$ cat src/rtl/hazard_stall_ctrl.sv
// -----------------------------------------------------------------------------
// hazard_stall_ctrl
//
// Central sequencing controller for the 5-stage pipeline. It merges three
// stall/flush sources into one set of pipeline-register enables:
//   - data-cache miss freeze (highest priority, holds every stage and the PC)
//   - load-use hazard bubble resolved in ID
//   - taken-branch IF/ID flush
// A RUN/MISS/ERR FSM tracks miss episodes and a 16-bit latency counter acts as
// a miss watchdog. Performance counters are built only when the macro
// HAZARD_PERF_CNT_EN is defined; otherwise their outputs are tied to zero.
//
// Parameters:
//   ADDR_W        register address width
//   CNT_W         width of each saturating performance counter
//   MISS_TIMEOUT  miss-wait cycles before the watchdog fires (1..2^16-1)
//
// Ports:
//   clk_i, rst_i          clock, asynchronous active-low reset
//   ID_RS1addr_i/RS2      source registers of the instruction in ID
//   EX_MemRead_i/RDaddr   load flag and destination of the instruction in EX
//   ID_BranchTaken_i      branch in ID resolved taken
//   MEM_CacheStall_i      data cache busy servicing a miss
//   PCWrite_o, IFIDWrite_o, NoOp_o, Flush_o, Freeze_o
//                         combinational pipeline controls (zero latency)
//   MissActive_o          registered, FSM is in MISS or ERR
//   TimeoutErr_o          sticky watchdog error, cleared only by reset
//   LoadUseCnt_o, MissCycleCnt_o, MissEventCnt_o, FlushCnt_o, MaxMissLat_o
//                         performance counters (zero when not built)
// -----------------------------------------------------------------------------
module hazard_stall_ctrl #(
    parameter int unsigned ADDR_W       = 5,
    parameter int unsigned CNT_W        = 32,
    parameter int unsigned MISS_TIMEOUT = 1023
) (
    input  logic              clk_i,
    input  logic              rst_i,
    input  logic [ADDR_W-1:0] ID_RS1addr_i,
    input  logic [ADDR_W-1:0] ID_RS2addr_i,
    input  logic              EX_MemRead_i,
    input  logic [ADDR_W-1:0] EX_RDaddr_i,
    input  logic              ID_BranchTaken_i,
    input  logic              MEM_CacheStall_i,
    output logic              PCWrite_o,
    output logic              IFIDWrite_o,
    output logic              NoOp_o,
    output logic              Flush_o,
    output logic              Freeze_o,
    output logic              MissActive_o,
    output logic              TimeoutErr_o,
    output logic [CNT_W-1:0]  LoadUseCnt_o,
    output logic [CNT_W-1:0]  MissCycleCnt_o,
    output logic [CNT_W-1:0]  MissEventCnt_o,
    output logic [CNT_W-1:0]  FlushCnt_o,
    output logic [15:0]       MaxMissLat_o
);

    localparam int unsigned LAT_W = 16;
    localparam logic [LAT_W-1:0] LAT_MAX = {LAT_W{1'b1}};
    localparam logic [LAT_W-1:0] TIMEOUT = LAT_W'(MISS_TIMEOUT);

    typedef enum logic [1:0] {
        RUN  = 2'd0,
        MISS = 2'd1,
        ERR  = 2'd2
    } stateT;

    stateT            state;
    stateT            stateNext;
    logic [LAT_W-1:0] latency;
    logic [LAT_W-1:0] latencyNext;
    logic [LAT_W-1:0] latencyInc;
    logic             timeoutErr;
    logic             timeoutErrNext;
    logic             loadUse;

    // Load-use hazard: a load in EX writes a register the ID instruction reads.
    // x0 is hard-wired to zero, so a load targeting it never stalls.
    assign loadUse = EX_MemRead_i
                   && (EX_RDaddr_i != '0)
                   && ((EX_RDaddr_i == ID_RS1addr_i) || (EX_RDaddr_i == ID_RS2addr_i));

    // Prioritised pipeline controls; reset forces the free-running defaults.
    always_comb begin
        PCWrite_o   = 1'b1;
        IFIDWrite_o = 1'b1;
        NoOp_o      = 1'b0;
        Flush_o     = 1'b0;
        Freeze_o    = 1'b0;
        if (rst_i) begin
            if (MEM_CacheStall_i) begin
                Freeze_o    = 1'b1;
                PCWrite_o   = 1'b0;
                IFIDWrite_o = 1'b0;
            end else if (loadUse) begin
                // A concurrent taken branch is dropped here; ID holds, so the
                // branch is resolved again next cycle.
                PCWrite_o   = 1'b0;
                IFIDWrite_o = 1'b0;
                NoOp_o      = 1'b1;
            end else if (ID_BranchTaken_i) begin
                Flush_o     = 1'b1;
            end
        end
    end

    // Saturating increment of the episode latency.
    assign latencyInc = (latency == LAT_MAX) ? latency : latency + LAT_W'(1);

    // Miss-episode FSM state register.
    always_ff @(posedge clk_i or negedge rst_i) begin
        if (!rst_i) begin
            state      <= RUN;
            latency    <= '0;
            timeoutErr <= 1'b0;
        end else begin
            state      <= stateNext;
            latency    <= latencyNext;
            timeoutErr <= timeoutErrNext;
        end
    end

    // Miss-episode next state, latency tracking and watchdog.
    always_comb begin
        stateNext      = state;
        latencyNext    = latency;
        timeoutErrNext = timeoutErr;
        case (state)
            RUN: begin
                if (MEM_CacheStall_i) begin
                    latencyNext = LAT_W'(1);
                    // A timeout of one cycle is already reached on entry.
                    if (TIMEOUT <= LAT_W'(1)) begin
                        stateNext      = ERR;
                        timeoutErrNext = 1'b1;
                    end else begin
                        stateNext = MISS;
                    end
                end
            end
            MISS: begin
                if (MEM_CacheStall_i) begin
                    latencyNext = latencyInc;
                    if (latencyInc >= TIMEOUT) begin
                        stateNext      = ERR;
                        timeoutErrNext = 1'b1;
                    end
                end else begin
                    stateNext   = RUN;
                    latencyNext = '0;
                end
            end
            ERR: begin
                // Watchdog already fired; keep measuring so the max is honest.
                if (MEM_CacheStall_i) begin
                    latencyNext = latencyInc;
                end else begin
                    stateNext   = RUN;
                    latencyNext = '0;
                end
            end
            default: begin
                stateNext   = RUN;
                latencyNext = '0;
            end
        endcase
    end

    assign MissActive_o = (state != RUN);
    assign TimeoutErr_o = timeoutErr;

`ifdef HAZARD_PERF_CNT_EN
    logic [CNT_W-1:0] loadUseCnt;
    logic [CNT_W-1:0] missCycleCnt;
    logic [CNT_W-1:0] missEventCnt;
    logic [CNT_W-1:0] flushCnt;
    logic [LAT_W-1:0] maxMissLat;
    logic             missStart;
    logic             missEnd;

    // Episode boundaries seen from the FSM: entry from RUN, exit to RUN.
    assign missStart = (state == RUN) && MEM_CacheStall_i;
    assign missEnd   = (state != RUN) && !MEM_CacheStall_i;

    function automatic logic [CNT_W-1:0] satInc(input logic [CNT_W-1:0] v);
        return (&v) ? v : v + CNT_W'(1);
    endfunction

    // Saturating event counters and the longest completed miss.
    always_ff @(posedge clk_i or negedge rst_i) begin
        if (!rst_i) begin
            loadUseCnt   <= '0;
            missCycleCnt <= '0;
            missEventCnt <= '0;
            flushCnt     <= '0;
            maxMissLat   <= '0;
        end else begin
            if (NoOp_o) begin
                loadUseCnt <= satInc(loadUseCnt);
            end
            if (Freeze_o) begin
                missCycleCnt <= satInc(missCycleCnt);
            end
            if (missStart) begin
                missEventCnt <= satInc(missEventCnt);
            end
            if (Flush_o) begin
                flushCnt <= satInc(flushCnt);
            end
            // latency still holds the full episode length on the exit edge.
            if (missEnd && (latency > maxMissLat)) begin
                maxMissLat <= latency;
            end
        end
    end

    assign LoadUseCnt_o   = loadUseCnt;
    assign MissCycleCnt_o = missCycleCnt;
    assign MissEventCnt_o = missEventCnt;
    assign FlushCnt_o     = flushCnt;
    assign MaxMissLat_o   = maxMissLat;
`else
    assign LoadUseCnt_o   = '0;
    assign MissCycleCnt_o = '0;
    assign MissEventCnt_o = '0;
    assign FlushCnt_o     = '0;
    assign MaxMissLat_o   = '0;
`endif

endmodule

$ cat config.mk
export PLATFORM = sky130hd
export DESIGN_NAME = hazard_stall_ctrl
export DESIGN_NICKNAME = d
export VERILOG_FILES = /design/src/rtl/hazard_stall_ctrl.sv
export SDC_FILE = /design/constraint.sdc
export NUM_CORES = 1
export LEC_CHECK = 0
export ABC_AREA = 1
export BUFFER_PORTS_ARGS = -buffer_cell sky130_fd_sc_hd__buf_2
export CORE_MARGIN = 2
export CORE_UTILIZATION = 44
export CTS_CLUSTER_DIAMETER = 60
export DETAILED_ROUTE_END_ITERATION = 8
export GPL_TIMING_DRIVEN = 0
export PLACE_DENSITY_LB_ADDON = 0.08
export SLEW_MARGIN = 20
export SYNTH_ARGS = -nofsm -noshare
export SYNTH_HDL_FRONTEND = slang
export SYNTH_SLANG_ARGS = --single-unit
export TNS_END_PERCENT = 1
$ cat constraint.sdc
create_clock -name clk_i -period 2.05 [get_ports clk_i]
set_input_delay 0.1025 -clock clk_i [delete_from_list [all_inputs] [get_ports clk_i]]
set_output_delay 0.1025 -clock clk_i [all_outputs]
set_load 0.005 [all_outputs]
==> results of run 1 <==
-- worst register-to-register path, cell delays in order, from the launching register on --
cell and delay (ns):
sky130_fd_sc_hd__dfrtp_1 0.41, sky130_fd_sc_hd__ha_4 0.17, sky130_fd_sc_hd__nand2_2 0.07, sky130_fd_sc_hd__nor2_4 0.14, sky130_fd_sc_hd__nand2_4 0.09, sky130_fd_sc_hd__nor2_4 0.15
sky130_fd_sc_hd__inv_4 0.08, sky130_fd_sc_hd__nand2_1 0.09, sky130_fd_sc_hd__nand2_1 0.07, sky130_fd_sc_hd__nor2_1 0.12, sky130_fd_sc_hd__nand4_1 0.16, sky130_fd_sc_hd__nand3_1 0.13
sky130_fd_sc_hd__nand2_1 0.07, sky130_fd_sc_hd__nand2_1 0.06, sky130_fd_sc_hd__nand2_1 0.05
-- through the flow --
| step | setup TNS [ns] | std cells | hold slack, ns | util, % |
|---|---|---|---|---|
| floorplan | 0 | 520 | -0.193 | - |
| global placement | -0.0606 | 620 | 0.0843 | 58.1 |
| detailed placement | -0.105 | 620 | 0.0887 | 58.1 |
| CTS | 0 | 627 | 0.155 | 59.3 |
| global route | -0.150 | 627 | 0.179 | 59.8 |
| finish | 0 | 627 | 0.170 | 59.8 |
-- flip-flops by register name, summed over array words and instances, names as in the netlist --
name / count
latency: 16
TimeoutErr_o: 1
state: 2
-- path summary, 6_finish.rpt --
path	from	end	slack (ns)	cells after the start
max reg2reg	latency[0]	state[1]	0.06	14
min	MEM_CacheStall_i	latency[3]	0.17	3
max in group asynchronous	rst_i	latency[9]	1.38	2
min reg2reg	TimeoutErr_o	TimeoutErr_o	0.46	1
max	latency[0]	state[1]	0.06	14
min in group asynchronous	rst_i	latency[7]	0.35	2
-- report_power, final --
group / leakage, nW / internal (mW) / switching (mW) / total, mW
sequential: 0.259 / 0.413 / 0.0435 / 0.456
clock: 0.0228 / 0.138 / 0.123 / 0.262
combinational: 1.83 / 0.346 / 0.358 / 0.704
total: 2.11 / 0.897 / 0.525 / 1.42
-- per-layer routing --
| metal | up-vias | global-route usage (%) | wire length (um) |
|---|---|---|---|
| met3 | 2 | 4.07 | 474 |
| met2 | 93 | 28.9 | 2700 |
| li1 | 1238 | - | - |
| met1 | 962 | 19.7 | 2030 |
| met5 | - | 0 | 0 |
| met4 | 0 | 2.71 | 10 |
-- kinds of logic after synthesis --
kind of cell    synth area share, %
buf+inv                        47.3
simple gates                   22.3
compound gates                 6.01
flops                          18.0
xor+xnor                       3.98
fa+ha+maj                      2.37
other cells                   0.142
-- cells in the final DEF, fill, tap and decap left out, types with 3 or more instances in the layout --
cell type | Yosys | routed
sky130_fd_sc_hd__o22ai_1 | 9 | 9
sky130_fd_sc_hd__clkbuf_1 | 2 | 3
sky130_fd_sc_hd__clkbuf_8 | 0 | 3
sky130_fd_sc_hd__inv_2 | 3 | 3
sky130_fd_sc_hd__nor2_4 | 5 | 5
sky130_fd_sc_hd__nand3_1 | 19 | 18
sky130_fd_sc_hd__conb_1 | 1 | 144
sky130_fd_sc_hd__nor3_1 | 3 | 3
sky130_fd_sc_hd__nand2_1 | 62 | 62
sky130_fd_sc_hd__xnor2_1 | 4 | 4
sky130_fd_sc_hd__nand4_1 | 6 | 6
sky130_fd_sc_hd__nor2_2 | 2 | 6
sky130_fd_sc_hd__inv_1 | 33 | 33
sky130_fd_sc_hd__a21oi_1 | 4 | 4
sky130_fd_sc_hd__buf_4 | 145 | 147
sky130_fd_sc_hd__xor2_1 | 8 | 8
sky130_fd_sc_hd__or2_2 | 4 | 4
sky130_fd_sc_hd__o21ai_0 | 9 | 9
sky130_fd_sc_hd__ha_1 | 5 | 4
sky130_fd_sc_hd__nor2_1 | 24 | 20
sky130_fd_sc_hd__dfrtp_1 | 19 | 19
sky130_fd_sc_hd__buf_2 | 0 | 25
-- layout make-up --
type | instances | area share [%]
buffer | 148 | 31.7
clock buffer | 4 | 1.29
inverter | 37 | 4.04
multi-input combinational | 316 | 42.4
sequential | 19 | 13.6
tap | 75 | 2.68
timing repair buffer | 28 | 4.29
-- timing repair --
| action | in CTS | in global routing |
|---|---|---|
| resized for setup | 1 | 6 |
| endpoints found under the setup margin | 2 | 13 |
| buffers inserted | 2 | 0 |
| gates cloned | 0 | 0 |
| hold buffers | 1 | 0 |
| endpoints found under the hold margin | 19 | 0 |
| pin swaps | 0 | 2 |
==> impl_results.html, run 1 <==
<table>
<tr><th>Metric</th><th>Value</th></tr>
<tr><th colspan="2">Drt</th></tr>
<tr><td>Via total after detailed routing</td><td>2295</td></tr>
<tr><td>Number of iterations in the first detailed-routing pass</td><td>4</td></tr>
<tr><td>Vias per std cell</td><td>around 3.7</td></tr>
<tr><td>DR DRC count</td><td>0</td></tr>
<tr><td>Number of antenna-violating nets in the routed design</td><td>0</td></tr>
<tr><td>Total detailed-routing wirelength</td><td>approximately 5.2 mm</td></tr>
<tr><td>Average wire length per cell after detail routing</td><td>roughly 8.3 um</td></tr>
<tr><td>Drt initial violations</td><td>around 100</td></tr>
<tr><th colspan="2">Global routing</th></tr>
<tr><td>Largest net degree at the start of global routing</td><td>22</td></tr>
<tr><td>Global-route wire length before repair</td><td>roughly 8.6 mm</td></tr>
<tr><td>Antenna violations before repair</td><td>0</td></tr>
<tr><td>Global-route total usage across every layer</td><td>about 16%</td></tr>
<tr><td>Overflow after GRT</td><td>0</td></tr>
<tr><td>Vias in the first global route</td><td>2001</td></tr>
<tr><th colspan="2">Synthesis</th></tr>
<tr><td>Warnings, synthesis</td><td>0</td></tr>
<tr><td>Fraction of the yosys area taken by sequential cells</td><td>roughly 18%</td></tr>
<tr><td>List of most frequent post-synthesis cells</td><td>sky130_fd_sc_hd__buf_4 (145), sky130_fd_sc_hd__nand2_1 (62), sky130_fd_sc_hd__inv_1 (33)</td></tr>
<tr><td>Flip-flop cell with the highest count after synthesis</td><td>sky130_fd_sc_hd__dfrtp_1</td></tr>
<tr><td>Largest area contributor in the netlist</td><td>sky130_fd_sc_hd__buf_4</td></tr>
<tr><td>Count of mapped cells out of synthesis</td><td>between 300 and 400</td></tr>
<tr><td>Synth async-reset ratio</td><td>100%</td></tr>
<tr><td>Area share of the leading cell type in the synthesized netlist</td><td>between 40% and 50%</td></tr>
<tr><td>Syn avg cell area</td><td>between 7 and 8 um2</td></tr>
<tr><td>Post-synth cell types</td><td>30</td></tr>
<tr><td>Post-synthesis instance area</td><td>~0.0026 mm2</td></tr>
<tr><td>Top cells by area, synth</td><td>sky130_fd_sc_hd__buf_4 (41%), sky130_fd_sc_hd__dfrtp_1 (18%), sky130_fd_sc_hd__nand2_1 (8.8%)</td></tr>
<tr><td>Number of storage elements in the synthesis netlist</td><td>19</td></tr>
<tr><td>Number of enable-type register cells in the synthesized netlist</td><td>0</td></tr>
<tr><td>Most common cell in the netlist</td><td>sky130_fd_sc_hd__buf_4</td></tr>
<tr><th colspan="2">Finish</th></tr>
<tr><td>Final instance area</td><td>0.00350 mm2</td></tr>
<tr><td>Synthesis-to-layout area growth</td><td>32.3%</td></tr>
<tr><td>Antenna cell count</td><td>0</td></tr>
<tr><td>Reg area</td><td>475 um2</td></tr>
<tr><td>Nets@finish</td><td>just under 600</td></tr>
<tr><td>Area of the multi-input gates</td><td>0.00148 mm2</td></tr>
<tr><td>Number of filler cells placed in the layout</td><td>594</td></tr>
<tr><td>Layout cells sized above 1</td><td>36.1%</td></tr>
<tr><th colspan="2">Worst setup path</th></tr>
<tr><td>Largest stage delay on the critical path</td><td>0.41 ns</td></tr>
<tr><td>Required time at the endpoint of the critical path</td><td>about 2.2 ns</td></tr>
<tr><td>Crit-path most repeated cell</td><td>sky130_fd_sc_hd__nand2_1</td></tr>
<tr><td>Critical path peak fanout</td><td>9</td></tr>
<tr><td>Cell breakdown of the critical path</td><td>ha_4 &gt; nand2_2 &gt; nor2_4 &gt; nand2_4 &gt; nor2_4 &gt; inv_4 &gt; nand2_1 &gt; nand2_1 &gt; nor2_1 &gt; nand4_1 &gt; nand3_1 &gt; nand2_1 &gt; nand2_1 &gt; nand2_1</td></tr>
<tr><td>Count of buffering cells on the critical path with inverters included</td><td>1</td></tr>
<tr><td>Startpoint class of the critical path</td><td>register</td></tr>
<tr><td>Data arrival, critical path</td><td>about 2.1 ns</td></tr>
<tr><td>Crit Path Class</td><td>reg -&gt; reg</td></tr>
<tr><td>Type of destination of the critical path</td><td>register</td></tr>
<tr><td>Library cell contributing the largest single delay on the critical path</td><td>sky130_fd_sc_hd__dfrtp_1</td></tr>
<tr><td>Kind of cell adding the most delay to the critical path</td><td>simple AND/OR/NAND/NOR gates</td></tr>
<tr><th colspan="2">Job</th></tr>
<tr><td>Number of max-capacitance violations reported</td><td>0</td></tr>
<tr><th colspan="2">Timing</th></tr>
<tr><td>Transition at the pin with the smallest max-transition slack</td><td>roughly 0.55 ns</td></tr>
<tr><td>Setup ws final</td><td>slightly above 0.06 ns</td></tr>
<tr><td>Setup repair after global routing missed its margin</td><td>yes</td></tr>
<tr><td>Shortest clock period the worst path allows after layout</td><td>roughly 2 ns</td></tr>
<tr><td>Maximum operating frequency</td><td>503 MHz</td></tr>
<tr><td>Hold Violations, Final</td><td>0</td></tr>
<tr><td>Total setup violations reported at the end of the flow</td><td>0</td></tr>
<tr><td>Slew margin rel.</td><td>between 60% and 70%</td></tr>
<tr><td>Fin crit share</td><td>between 90% and 100%</td></tr>
<tr><td>Count of pins over their slew limit</td><td>0</td></tr>
<tr><td>Max Clock Skew</td><td>0.00301 ns</td></tr>
<tr><th colspan="2">CTS</th></tr>
<tr><td>Number of clock sinks seen by CTS</td><td>19</td></tr>
<tr><td>CTS clock-pin slew for the worst setup and hold paths</td><td>0.07 ns</td></tr>
<tr><td>CTS H-tree lvls</td><td>1</td></tr>
<tr><td>Clk Tree Root Cell</td><td>sky130_fd_sc_hd__clkbuf_8</td></tr>
<tr><td>Max clock buf depth</td><td>2</td></tr>
<tr><td>Number of buffers added by the clock tree synthesis step</td><td>3</td></tr>
<tr><td>CTS tree</td><td>done</td></tr>
<tr><td>Worst skew pair latency</td><td>0.26 ns</td></tr>
<tr><th colspan="2">Floorplanning</th></tr>
<tr><td>Die Wd</td><td>81.5 um</td></tr>
<tr><td>Area enclosed by the die boundary</td><td>0.00664 mm2</td></tr>
<tr><td>Ports</td><td>approximately 170</td></tr>
<tr><td>Die span in y</td><td>approximately 81 um</td></tr>
<tr><td>Core Area</td><td>just under 0.006 mm2</td></tr>
<tr><td>Effective utilization at floorplan</td><td>a little under half</td></tr>
<tr><td>Total number of placement rows</td><td>28</td></tr>
<tr><th colspan="2">Placed design</th></tr>
<tr><td>Number of buffer cells added on primary ports</td><td>25</td></tr>
<tr><td>Worst slack at placement</td><td>-0.0552 ns</td></tr>
<tr><td>Post-DP Area</td><td>between 0.003 and 0.004 mm2</td></tr>
<tr><td>Estimated wirelength of the detail-placed design</td><td>4.52 mm</td></tr>
<tr><td>Placer congestion estimate</td><td>approximately 0.87</td></tr>
<tr><th colspan="2">Power</th></tr>
<tr><td>IR drop worst, VDD</td><td>289 uV</td></tr>
<tr><td>Leakage dissipation</td><td>between 2 and 2.5 nW</td></tr>
<tr><td>Total Power</td><td>~1.4 mW</td></tr>
<tr><td>PD cells</td><td>~410 mW/mm2</td></tr>
<tr><th colspan="2">Hold path</th></tr>
<tr><td>Hold WC Path Type</td><td>in -&gt; reg</td></tr>
<tr><th colspan="2">Outcome</th></tr>
<tr><td>Outcome</td><td>finished clean</td></tr>
</table>
No activity file was read; power rests on OpenSTA's default activity.
==> run 2: changes to the inputs <==
Settings changed: CORE_UTILIZATION 44 to 40.
==> impl_results.html, run 2 (synthesized netlist as in run 1, its figures left out) <==
<table>
<tr><th>Metric</th><th>Value</th></tr>
<tr><th colspan="2">Outcome</th></tr>
<tr><td>Outcome</td><td>finished clean</td></tr>
<tr><th colspan="2">CTS</th></tr>
<tr><td>CTS clock-pin slew for the worst setup and hold paths</td><td>0.07 ns (about the same)</td></tr>
<tr><td>Worst skew pair latency</td><td>0.27 ns (about the same)</td></tr>
<tr><td>Clk Tree Root Cell</td><td>sky130_fd_sc_hd__clkbuf_8</td></tr>
<tr><td>CTS H-tree lvls</td><td>1 (unchanged)</td></tr>
<tr><td>Number of clock sinks seen by CTS</td><td>19 (unchanged)</td></tr>
<tr><td>CTS tree</td><td>done</td></tr>
<tr><td>Max clock buf depth</td><td>2 (unchanged)</td></tr>
<tr><td>Number of buffers added by the clock tree synthesis step</td><td>3 (unchanged)</td></tr>
<tr><th colspan="2">Power</th></tr>
<tr><td>Switching Share</td><td>36.6% (-0.29 points)</td></tr>
<tr><td>Fraction of power consumed by sequential logic</td><td>31.8% (-0.3 points)</td></tr>
<tr><td>IR drop worst, VDD</td><td>308 uV (+6.4%)</td></tr>
<tr><td>Int Power</td><td>0.888 mW (-1.0%)</td></tr>
<tr><td>Leakage dissipation</td><td>2.12 nW (+0.20%)</td></tr>
<tr><td>Portion of total power attributed to combinational logic</td><td>48.7% (-0.8 points)</td></tr>
<tr><td>PD cells</td><td>402 mW/mm2 (-1.2%)</td></tr>
<tr><td>Clock network fraction of design power</td><td>19.4% (+1.0 points)</td></tr>
<tr><td>Total Power</td><td>1.40 mW (-1.4%)</td></tr>
<tr><td>Reported net switching power</td><td>0.514 mW (-2.2%)</td></tr>
<tr><th colspan="2">Worst setup path</th></tr>
<tr><td>Required time at the endpoint of the critical path</td><td>2.20 ns (about the same)</td></tr>
<tr><td>Startpoint of the worst setup timing path</td><td>latency[0]</td></tr>
<tr><td>Critical path peak fanout</td><td>9 (unchanged)</td></tr>
<tr><td>Type of destination of the critical path</td><td>register</td></tr>
<tr><td>Start of the worst register-to-register path</td><td>latency[0]</td></tr>
<tr><td>Data arrival, critical path</td><td>2.13 ns (about the same)</td></tr>
<tr><td>Crit Path Class</td><td>reg -&gt; reg</td></tr>
<tr><td>Startpoint class of the critical path</td><td>register</td></tr>
<tr><th colspan="2">Global routing</th></tr>
<tr><td>Antenna violations before repair</td><td>0 (unchanged)</td></tr>
<tr><td>Global-route wire length before repair</td><td>8.48 mm (-0.89%)</td></tr>
<tr><td>Largest net degree at the start of global routing</td><td>22 (unchanged)</td></tr>
<tr><td>Overflow after GRT</td><td>0 (unchanged)</td></tr>
<tr><td>Vias in the first global route</td><td>1943 (-2.9%)</td></tr>
<tr><td>Global-route total usage across every layer</td><td>13.9% (-2.2 points)</td></tr>
<tr><th colspan="2">Drt</th></tr>
<tr><td>Number of iterations in the first detailed-routing pass</td><td>5 (+1)</td></tr>
<tr><td>Total detailed-routing wirelength</td><td>5.36 mm (+2.7%)</td></tr>
<tr><td>Number of antenna-violating nets in the routed design</td><td>0 (unchanged)</td></tr>
<tr><td>DR DRC count</td><td>0 (unchanged)</td></tr>
<tr><td>Drt initial violations</td><td>113 (+8.7%)</td></tr>
<tr><td>Vias per std cell</td><td>3.70 (+1.2%)</td></tr>
<tr><td>Average wire length per cell after detail routing</td><td>8.50 um (+2.2%)</td></tr>
<tr><td>Via total after detailed routing</td><td>2333 (+1.7%)</td></tr>
<tr><th colspan="2">Finish</th></tr>
<tr><td>Synthesis-to-layout area growth</td><td>32.0%</td></tr>
<tr><td>Flip-flop count of the largest register after layout</td><td>16 (unchanged)</td></tr>
<tr><td>Number of filler cells placed in the layout</td><td>653 (+9.9%)</td></tr>
<tr><td>Antenna cell count</td><td>0 (unchanged)</td></tr>
<tr><td>Leading cell types in the layout, fill and taps excluded</td><td>sky130_fd_sc_hd__buf_4 (148), sky130_fd_sc_hd__conb_1 (144), sky130_fd_sc_hd__nand2_1 (62), sky130_fd_sc_hd__inv_1 (33), sky130_fd_sc_hd__buf_2 (25)</td></tr>
<tr><td>Most common cell after layout, fill and taps aside</td><td>sky130_fd_sc_hd__buf_4</td></tr>
<tr><td>Nets@finish</td><td>579 (+0.17%)</td></tr>
<tr><td>Non-filler cells, final</td><td>630 (+0.48%)</td></tr>
<tr><td>Layout cells sized above 1</td><td>35.8% (-0.25 points)</td></tr>
<tr><td>Register containing the most flip-flops in the final layout</td><td>latency</td></tr>
<tr><th colspan="2">Hold path</th></tr>
<tr><td>Hold WC Path Type</td><td>in -&gt; reg</td></tr>
<tr><td>Startpoint of the lowest-slack hold path</td><td>MEM_CacheStall_i</td></tr>
<tr><th colspan="2">Timing</th></tr>
<tr><td>Worst hold slack</td><td>0.183 ns (+0.0127 ns)</td></tr>
<tr><td>Transition at the pin with the smallest max-transition slack</td><td>0.547 ns (-0.00220 ns)</td></tr>
<tr><td>Shortest clock period the worst path allows after layout</td><td>1.97 ns (-0.0168 ns)</td></tr>
<tr><td>Setup repair after global routing missed its margin</td><td>yes</td></tr>
<tr><td>Max Clock Skew</td><td>0.00910 ns (+0.00609 ns)</td></tr>
<tr><td>Count of pins over their slew limit</td><td>0 (unchanged)</td></tr>
<tr><td>Fin crit share</td><td>96.2% (-0.82 points)</td></tr>
<tr><td>Maximum operating frequency</td><td>507 MHz (+0.85%)</td></tr>
<tr><td>Setup ws final</td><td>0.0774 ns (+0.0168 ns)</td></tr>
<tr><td>Total setup violations reported at the end of the flow</td><td>0 (unchanged)</td></tr>
<tr><td>Slew margin rel.</td><td>63.5% (+0.15 points)</td></tr>
<tr><td>Hold Violations, Final</td><td>0 (unchanged)</td></tr>
<tr><th colspan="2">Floorplanning</th></tr>
<tr><td>Die Wd</td><td>85.3 um (+4.6%)</td></tr>
<tr><td>Ports</td><td>171 (unchanged)</td></tr>
<tr><td>Total number of placement rows</td><td>29 (+3.6%)</td></tr>
<tr><td>Die span in y</td><td>85.3 um (+4.6%)</td></tr>
<tr><td>Effective utilization at floorplan</td><td>41.4% (-3.8 points)</td></tr>
<tr><td>Area enclosed by the die boundary</td><td>0.00727 mm2 (+9.5%)</td></tr>
<tr><td>Core Area</td><td>0.00639 mm2 (+9.2%)</td></tr>
<tr><th colspan="2">Placed design</th></tr>
<tr><td>Placer congestion estimate</td><td>0.904 (+4.2%)</td></tr>
<tr><td>Worst slack at placement</td><td>-0.0541 ns (+0.00109 ns)</td></tr>
<tr><td>Estimated wirelength of the detail-placed design</td><td>4.55 mm (+0.58%)</td></tr>
<tr><td>Number of buffer cells added on primary ports</td><td>25 (unchanged)</td></tr>
<tr><td>Count of placed standard cells including taps</td><td>622 (+0.32%)</td></tr>
<tr><th colspan="2">Job</th></tr>
<tr><td>Number of max-capacitance violations reported</td><td>0 (unchanged)</td></tr>
</table>
## run 2: changes by cell type in the layout (fill, tap and decap cells not counted), sizes merged
cell  before  now
buf      173  174
## run 2: power groups by stage
stage	clock, mW	sequential (mW)	combinational (mW)
floorplan	0	0.455	0.507
global placement	0	0.464	0.622
detailed placement	0	0.464	0.622
CTS	0.283	0.445	0.669
global route	0.298	0.449	0.776
finish	0.272	0.446	0.683
## run 2: cell type report
cell class	count	area, um2	area share [%]
Buffer	148	1110	31.7
Clock buffer	4	45.0	1.29
Inverter	37	141	4.05
Multi-Input combinational cell	316	1470	42.0
Sequential cell	19	475	13.6
Tap cell	77	96.3	2.76
Timing Repair Buffer	29	158	4.52
## run 2: timing repair
action | CTS | global route
endpoints found under the setup margin | 2 | 13
cloned | 0 | 0
buffers inserted | 2 | 1
pin swaps | 0 | 2
resized for setup | 1 | 3
hold buffers | 1 | 0
endpoints found under the hold margin | 19 | 0
## run 2: worst paths after layout
kind | slack, ns | cells past startpoint | end
min | 0.18 | 3 | latency[3]
min in group asynchronous | 0.32 | 2 | latency[6]
min reg2reg | 0.46 | 1 | TimeoutErr_o
max | 0.08 | 14 | state[1]
max reg2reg | 0.08 | 14 | state[1]
max in group asynchronous | 1.40 | 2 | TimeoutErr_o
## run 2: worst max-delay path, cell delays in order, from the launching register on
cell	delay (ns)
sky130_fd_sc_hd__dfrtp_1	0.37
sky130_fd_sc_hd__ha_2	0.23
sky130_fd_sc_hd__nand2_2	0.08
sky130_fd_sc_hd__nor2_4	0.15
sky130_fd_sc_hd__nand2_4	0.09
sky130_fd_sc_hd__nor2_4	0.13
sky130_fd_sc_hd__inv_4	0.08
sky130_fd_sc_hd__nand2_1	0.09
sky130_fd_sc_hd__nand2_1	0.07
sky130_fd_sc_hd__nor2_1	0.13
sky130_fd_sc_hd__nand4_1	0.15
sky130_fd_sc_hd__nand3_1	0.12
sky130_fd_sc_hd__nand2_1	0.07
sky130_fd_sc_hd__nand2_1	0.07
sky130_fd_sc_hd__nand2_1	0.04
## run 2: stage by stage
stage,utilization [%],area [um2],setup TNS (ns)
3_5_place_dp,53.3,3400,-0.103
5_1_grt,54.6,3490,-0.125
4_1_cts,54.4,3470,0
6_report,54.6,3490,0
2_1_floorplan,-,3180,0
3_3_place_gp,53.3,3400,-0.0880
## run 2: layer usage
metal  vias to the layer above  wire length (um)  GRT usage, %
met5                         -                 0             0
met4                         0                26          3.03
met3                         8               506          3.50
met2                       114              2760          25.8
met1                       972              2060          16.0
li1                       1239                 -             -
